`src/rtl/htif_mem_pkg.sv`:
```
// -----------------------------------------------------------------------------
// htif_mem_pkg
// Shared types and constants for the HTIF host-side memory burst bridge.
//   htifStateE     : bridge FSM states (IDLE/WR/WACK/RD/RDRAIN)
//   RW_READ/RW_WRITE : encodings of the request direction bit
//   bytesPerBeat() : number of bytes moved by one data beat
// -----------------------------------------------------------------------------
package htif_mem_pkg;

   typedef enum logic [2:0] {
      IDLE,
      WR,
      WACK,
      RD,
      RDRAIN
   } htifStateE;

   localparam logic RW_READ  = 1'b0;
   localparam logic RW_WRITE = 1'b1;

   function automatic int bytesPerBeat(input int dataWidth);
      return dataWidth / 8;
   endfunction

endpackage

```
`src/rtl/htif_mem_bridge.sv`:
```
// -----------------------------------------------------------------------------
// htif_mem_bridge
// Host (HTIF/debug) burst bridge in front of the shared async-read byte memory.
// Turns request / write-data / response valid-ready channels into the memory's
// host write port (hw_*) and host read port (hr_*). Bursts of req_len+1 beats
// use an incrementing address that wraps modulo the memory size.
//
// Ports:
//   clk, reset                 single clock, synchronous active-high reset
//   req_valid/ready/rw/addr/len burst request channel (rw: 0 read, 1 write)
//   wd_valid/ready/data/mask   write beat channel
//   rsp_valid/ready/data/last/err response channel (one ack per write burst,
//                              one response per beat for reads)
//   hw_addr/data/mask/en       registered memory write port, one-cycle strobe
//   hr_addr / hr_data          memory read port, hr_data combinational
//
// Build option:
//   HTIF_MEM_BRIDGE_ALIGN_CHECK_EN  when defined, a request whose start address
//   is not beat aligned touches no memory and answers with rsp_err=1.
// -----------------------------------------------------------------------------
module htif_mem_bridge
   import htif_mem_pkg::*;
#(
   parameter int  NUM_BYTES      = 1 << 21,
   parameter int  DATA_WIDTH     = 32,
   parameter int  LEN_WIDTH      = 8,
   localparam int ADDR_WIDTH     = $clog2(NUM_BYTES),
   localparam int BYTES_PER_BEAT = bytesPerBeat(DATA_WIDTH)
) (
   input  logic                      clk,
   input  logic                      reset,
   input  logic                      req_valid,
   output logic                      req_ready,
   input  logic                      req_rw,
   input  logic [ADDR_WIDTH-1:0]     req_addr,
   input  logic [LEN_WIDTH-1:0]      req_len,
   input  logic                      wd_valid,
   output logic                      wd_ready,
   input  logic [DATA_WIDTH-1:0]     wd_data,
   input  logic [DATA_WIDTH/8-1:0]   wd_mask,
   output logic                      rsp_valid,
   input  logic                      rsp_ready,
   output logic [DATA_WIDTH-1:0]     rsp_data,
   output logic                      rsp_last,
   output logic                      rsp_err,
   output logic [ADDR_WIDTH-1:0]     hw_addr,
   output logic [DATA_WIDTH-1:0]     hw_data,
   output logic [DATA_WIDTH/8-1:0]   hw_mask,
   output logic                      hw_en,
   output logic [ADDR_WIDTH-1:0]     hr_addr,
   input  logic [DATA_WIDTH-1:0]     hr_data
);

   htifStateE                 state_q, state_d;
   logic [ADDR_WIDTH-1:0]     curAddr_q, curAddr_d;
   logic [LEN_WIDTH-1:0]      beatsLeft_q, beatsLeft_d;
   logic                      rspValid_q, rspValid_d;
   logic [DATA_WIDTH-1:0]     rspData_q, rspData_d;
   logic                      rspLast_q, rspLast_d;
   logic [ADDR_WIDTH-1:0]     hwAddr_q, hwAddr_d;
   logic [DATA_WIDTH-1:0]     hwData_q, hwData_d;
   logic [DATA_WIDTH/8-1:0]   hwMask_q, hwMask_d;
   logic                      hwEn_q, hwEn_d;
   logic                      reqAccept;
   logic                      beatAccept;

`ifdef HTIF_MEM_BRIDGE_ALIGN_CHECK_EN
   localparam int OFF_BITS = $clog2(BYTES_PER_BEAT);
   logic                      reqMisaligned;
   logic                      err_q, err_d;
   logic                      rspErr_q, rspErr_d;

   assign reqMisaligned = (req_addr[OFF_BITS-1:0] != '0);
   assign rsp_err       = rspErr_q;
`else
   assign rsp_err       = 1'b0;
`endif

   // Ready signals are gated by reset so every output reads 0 while in reset.
   assign req_ready  = (state_q == IDLE) && !reset;
   assign wd_ready   = (state_q == WR) && !reset;
   assign reqAccept  = req_valid && req_ready;
   assign beatAccept = wd_valid && wd_ready;

   // The read address follows the burst pointer only while reading, so the
   // memory read port sits at 0 otherwise.
   assign hr_addr   = (state_q == RD) ? curAddr_q : '0;

   assign rsp_valid = rspValid_q;
   assign rsp_data  = rspData_q;
   assign rsp_last  = rspLast_q;
   assign hw_addr   = hwAddr_q;
   assign hw_data   = hwData_q;
   assign hw_mask   = hwMask_q;
   assign hw_en     = hwEn_q;

   // Next-state and datapath logic. hw_en defaults low so every accepted
   // write beat produces exactly one strobe cycle. In RD a new beat is loaded
   // whenever the response register is empty or being drained this cycle,
   // which gives one beat per cycle under continuous rsp_ready.
   always_comb begin
      state_d     = state_q;
      curAddr_d   = curAddr_q;
      beatsLeft_d = beatsLeft_q;
      rspValid_d  = rspValid_q;
      rspData_d   = rspData_q;
      rspLast_d   = rspLast_q;
      hwAddr_d    = hwAddr_q;
      hwData_d    = hwData_q;
      hwMask_d    = hwMask_q;
      hwEn_d      = 1'b0;
`ifdef HTIF_MEM_BRIDGE_ALIGN_CHECK_EN
      err_d       = err_q;
      rspErr_d    = rspErr_q;
`endif

      unique case (state_q)
         IDLE: begin
            if (reqAccept) begin
               curAddr_d   = req_addr;
               beatsLeft_d = req_len;
`ifdef HTIF_MEM_BRIDGE_ALIGN_CHECK_EN
               err_d = reqMisaligned;
               if (req_rw == RW_WRITE) begin
                  state_d = WR;
               end else if (reqMisaligned) begin
                  state_d    = RDRAIN;
                  rspValid_d = 1'b1;
                  rspLast_d  = 1'b1;
                  rspData_d  = '0;
                  rspErr_d   = 1'b1;
               end else begin
                  state_d = RD;
               end
`else
               state_d = (req_rw == RW_WRITE) ? WR : RD;
`endif
            end
         end

         WR: begin
            if (beatAccept) begin
`ifdef HTIF_MEM_BRIDGE_ALIGN_CHECK_EN
               if (!err_q) begin
                  hwEn_d   = 1'b1;
                  hwAddr_d = curAddr_q;
                  hwData_d = wd_data;
                  hwMask_d = wd_mask;
               end
`else
               hwEn_d   = 1'b1;
               hwAddr_d = curAddr_q;
               hwData_d = wd_data;
               hwMask_d = wd_mask;
`endif
               curAddr_d   = curAddr_q + ADDR_WIDTH'(BYTES_PER_BEAT);
               beatsLeft_d = beatsLeft_q - LEN_WIDTH'(1);
               if (beatsLeft_q == '0) begin
                  state_d    = WACK;
                  rspValid_d = 1'b1;
                  rspLast_d  = 1'b1;
                  rspData_d  = '0;
`ifdef HTIF_MEM_BRIDGE_ALIGN_CHECK_EN
                  rspErr_d   = err_q;
`endif
               end
            end
         end

         WACK: begin
            if (rsp_ready) begin
               state_d    = IDLE;
               rspValid_d = 1'b0;
               rspLast_d  = 1'b0;
`ifdef HTIF_MEM_BRIDGE_ALIGN_CHECK_EN
               rspErr_d   = 1'b0;
`endif
            end
         end

         RD: begin
            if (!rspValid_q || rsp_ready) begin
               rspData_d   = hr_data;
               rspValid_d  = 1'b1;
               rspLast_d   = (beatsLeft_q == '0);
               curAddr_d   = curAddr_q + ADDR_WIDTH'(BYTES_PER_BEAT);
               beatsLeft_d = beatsLeft_q - LEN_WIDTH'(1);
               if (beatsLeft_q == '0) begin
                  state_d = RDRAIN;
               end
            end
         end

         RDRAIN: begin
            if (rsp_ready) begin
               state_d    = IDLE;
               rspValid_d = 1'b0;
               rspLast_d  = 1'b0;
`ifdef HTIF_MEM_BRIDGE_ALIGN_CHECK_EN
               rspErr_d   = 1'b0;
`endif
            end
         end

         default: begin
            state_d = IDLE;
         end
      endcase
   end

   // State and datapath registers. Reset abandons any burst in flight: the
   // write strobe and pending response are cleared and no ack is produced.
   always_ff @(posedge clk) begin
      if (reset) begin
         state_q     <= IDLE;
         curAddr_q   <= '0;
         beatsLeft_q <= '0;
         rspValid_q  <= 1'b0;
         rspData_q   <= '0;
         rspLast_q   <= 1'b0;
         hwAddr_q    <= '0;
         hwData_q    <= '0;
         hwMask_q    <= '0;
         hwEn_q      <= 1'b0;
`ifdef HTIF_MEM_BRIDGE_ALIGN_CHECK_EN
         err_q       <= 1'b0;
         rspErr_q    <= 1'b0;
`endif
      end else begin
         state_q     <= state_d;
         curAddr_q   <= curAddr_d;
         beatsLeft_q <= beatsLeft_d;
         rspValid_q  <= rspValid_d;
         rspData_q   <= rspData_d;
         rspLast_q   <= rspLast_d;
         hwAddr_q    <= hwAddr_d;
         hwData_q    <= hwData_d;
         hwMask_q    <= hwMask_d;
         hwEn_q      <= hwEn_d;
`ifdef HTIF_MEM_BRIDGE_ALIGN_CHECK_EN
         err_q       <= err_d;
         rspErr_q    <= rspErr_d;
`endif
      end
   end

endmodule

```
`config.mk`:
```
export PLATFORM = sky130hd
export DESIGN_NAME = htif_mem_bridge
export DESIGN_NICKNAME = d
export VERILOG_FILES = /design/src/rtl/htif_mem_pkg.sv /design/src/rtl/htif_mem_bridge.sv
export SDC_FILE = /design/constraint.sdc
export NUM_CORES = 1
export LEC_CHECK = 0
export ABC_AREA = 0
export CAP_MARGIN = 20
export CORE_ASPECT_RATIO = 1.4
export CORE_MARGIN = 10
export CORE_UTILIZATION = 35
export CTS_BUF_LIST = sky130_fd_sc_hd__clkbuf_8
export DETAILED_ROUTE_END_ITERATION = 7
export GPL_TIMING_DRIVEN = 0
export PLACE_DENSITY = 0.77
export SYNTH_ARGS = -nofsm -noshare
export SYNTH_HDL_FRONTEND = slang
export SYNTH_SLANG_ARGS = --single-unit
export TNS_END_PERCENT = 1
```
`constraint.sdc`:
```
create_clock -name clk -period 1.79 [get_ports clk]
set_input_delay 0.179 -clock clk [delete_from_list [all_inputs] [get_ports clk]]
set_output_delay 0.179 -clock clk [all_outputs]
set_load 0.01 [all_outputs]
```
==> results.cfg <==
[setup_path]
r2r_slack_ps = 0
worstPathRequired_ps = 1610
worstPathArrival_ps = 1680
critical_path.max_fanout = 8
criticalPathCategory = register to output pin
crit_path_end_kind = output pin
worstSetupStartpointType = register

[synthesis]
synthTopCellsByArea = dfxtp_1 45%, nand2_1 11%, nand3b_1 8.2%
yosysTopAreaCellShare = 0.453
synth_ff_type = dfxtp_1
syn_area_um2 = 5490
syn_nets = 767
yosys_warnings = 0
netlist_instances = 661
yosys.area.top_type = dfxtp_1
synth_edf_count = 0
ys_seq_area_frac = 0.453
async_reset_ff_frac = 0
avgSynthCellArea_um2 = 8.30
ys_ff_latch = 124
synthDistinctLibCells = 54

[global_routing]
grt.total_usage = 0.192
grt_max_degree = 17
grt_pass1_vias = 5740
antenna_found_initial = 0
grt_remaining_overflow = 0
grt_first_pass_wirelength_mm = 32.6

[drt]
wirelength_mm = 21.4
dr_wl_met3_mm = 2.33
antenna_left = 0
viasPerCell = 5.31
wl_met1_mm = 8.17
wl_met2_mm = 10.2
vias = 5947
highest_layer = met4
dr.pass1.iters = 6
routedWlPerCell_um = 19.1
drc = 0
dr.first_iter.drc_count = 510

[place]
portBuffers = 216
gp_congestion = 0.954
dp_hpwl_mm = 15.8

[die]
coreArea_um2 = 15500
die_w_um = 126
rows = 54
fp.dieArea_um2 = 21200
die_h_um = 168
initial_core_util = 0.355
io_pins = 219

[clock_tree]
cts_sinks = 124
root_buffer = clkbuf_8
ctsHoldBuffers = 0
numCtsBuffers = 17
htree_levels = 4
cts_tree = yes
insertion_delay_ps = 450
clkSlewWorstSetupHoldPaths_ps = 80
cts_buffer_depth = 2

[timing]
post-route-period-util = 1.04
fmax_mhz = 537
tightest_slew_ps = 655
report.final.slew_viol_count = 0
skew_ps = 11.9
relSlewSlack = 0.558
tns_ps = -563
final-setup-viol-count = 25
timing.final.ws_setup_ps = -72.5
fin_crit_ps = 1860
rsz0062_at_grt = true
hold_violations = 0

[min_path]
min_path_type = input pin to register

[power]
vdd_drop_max_mv = 0.600
p_per_area_nw_per_um2 = 1150
p_leak_nw = 3.53

[layout]
seqCellArea_um2 = 2500
syn2layout_area_growth_pct = 59.2
diodes = 0
multiInputGateArea_um2 = 2860
final_util = 0.564
fill_cells = 1386
drive_gt1_frac = 0.158
nets = 1016

[run_status]
status = complete, but fails checks
violations = negative setup slack

[flow_run]
drv_cap = 0
-- cell type report --
class | count | area share
Clock inverter | 14 | 0.0193
Multi-Input combinational cell | 474 | 0.328
Buffer | 53 | 0.0414
Clock buffer | 18 | 0.0284
Timing Repair Buffer | 231 | 0.264
Sequential cell | 124 | 0.287
Tap cell | 196 | 0.0281
Inverter | 9 | 0.00387
-- Yosys cell counts, drive strengths merged, types with 2 or more instances --
| cell | number |
|---|---|
| a21oi | 39 |
| o41ai | 4 |
| nand4 | 6 |
| nand3b | 60 |
| a211oi | 8 |
| buf | 26 |
| o311ai | 2 |
| and2 | 2 |
| nor4 | 7 |
| inv | 9 |
| nor3b | 3 |
| and3 | 25 |
| a311oi | 2 |
| o21ai | 29 |
| a22o | 36 |
| ha | 3 |
| or3 | 2 |
| nand2b | 6 |
| nor2b | 6 |
| o211ai | 3 |
| nand2 | 159 |
| nand3 | 14 |
| dfxtp | 124 |
| nor3 | 5 |
| a31oi | 8 |
| a21o | 2 |
| and4 | 2 |
| nor2 | 23 |
| clkbuf | 28 |
| o21a | 2 |
| o31ai | 3 |
-- final timing paths --
kind	to	cells past startpoint	start
worst min register to register	hw_data[20]$_SDFFE_PP0P_	2	hw_data[20]$_SDFFE_PP0P_
worst min-delay path	hw_data[18]$_SDFFE_PP0P_	3	wd_data[18]
worst max register to register	rsp_data[7]$_SDFFE_PP0P_	6	beatsLeft_q[2]$_SDFFE_PP0P_
worst max-delay path	hr_addr[20]	4	state_q[2]$_SDFFE_PP0P_
-- cell usage in the layout, fill, tap and decap left out, drive strengths merged, types with 3 or more instances in the layout --
cell and n:
nand2b 6, nand3b 60, a22o 36, dfxtp 124
o31ai 3, nand3 14, inv 13, nor2 23
clkbuf 48, clkinvlp 4, o21ai 29, nor2b 6
nand2 159, bufinv 3, clkinv 3, nor3 5
o41ai 4, nand4 6, buf 60, a211oi 8
ha 3, clkdlybuf4s50 193, nor3b 3, o211ai 3
and3 25, nor4 7, a21oi 39, a31oi 8
-- logic make-up after synthesis --
kind of cell,count (synthesis),synth area share
flops,124,0.453
buf+inv,63,0.0520
compound gates,147,0.184
other cells,1,0.000684
fa+ha+maj,3,0.00684
simple gates,323,0.304
-- through the flow --
stage / power (mW) / std cells / hold slack, ps / setup slack, ps / instance area, um^2
3_5_place_dp: 6.73 / 1073 / 460 / -570 / 7890
5_1_grt: 10.6 / 1119 / 240 / -131 / 8730
6_report: 10.0 / 1119 / 258 / -72.5 / 8730
3_3_place_gp: 6.70 / 1073 / 459 / -568 / 7890
2_1_floorplan: 5.35 / 661 / 278 / 150 / 5490
4_1_cts: 9.70 / 1110 / 231 / -75.8 / 8500
-- report_power, final --
part / switching, mW / internal, mW
logic: 2.04 / 1.77
clock network: 1.21 / 1.42
registers: 0.424 / 3.17
-- worst max-delay path, stage by stage (launching register included) --
cell and delay, ps:
dfxtp_2 390, nor2b_4 330, clkbuf_8 210, and3_4 190
buf_6 100
-- registers in the layout, summed over array words and instances, names as in the netlist --
signal	flops
hw_data	32
rsp_data	32
curAddr_q	21
hw_addr	21
beatsLeft_q	8
hw_mask	4
state_q	3
hw_en	1
rsp_last	1
rsp_valid	1
-- metal layers --
metal	global-route usage	vias to the layer above
li1	-	2840
met1	0.215	2741
met2	0.307	317
met3	0.0852	49
met4	0.0873	0
met5	0	-
-- timing repair --
action / CTS / global route
setup endpoints to repair: 138 / 131
gates resized for setup: 161 / 60
cloned: 2 / 1
setup buffers: 4 / 8
pin swaps: 1 / 10
No activity file was read; power rests on OpenSTA's default activity.
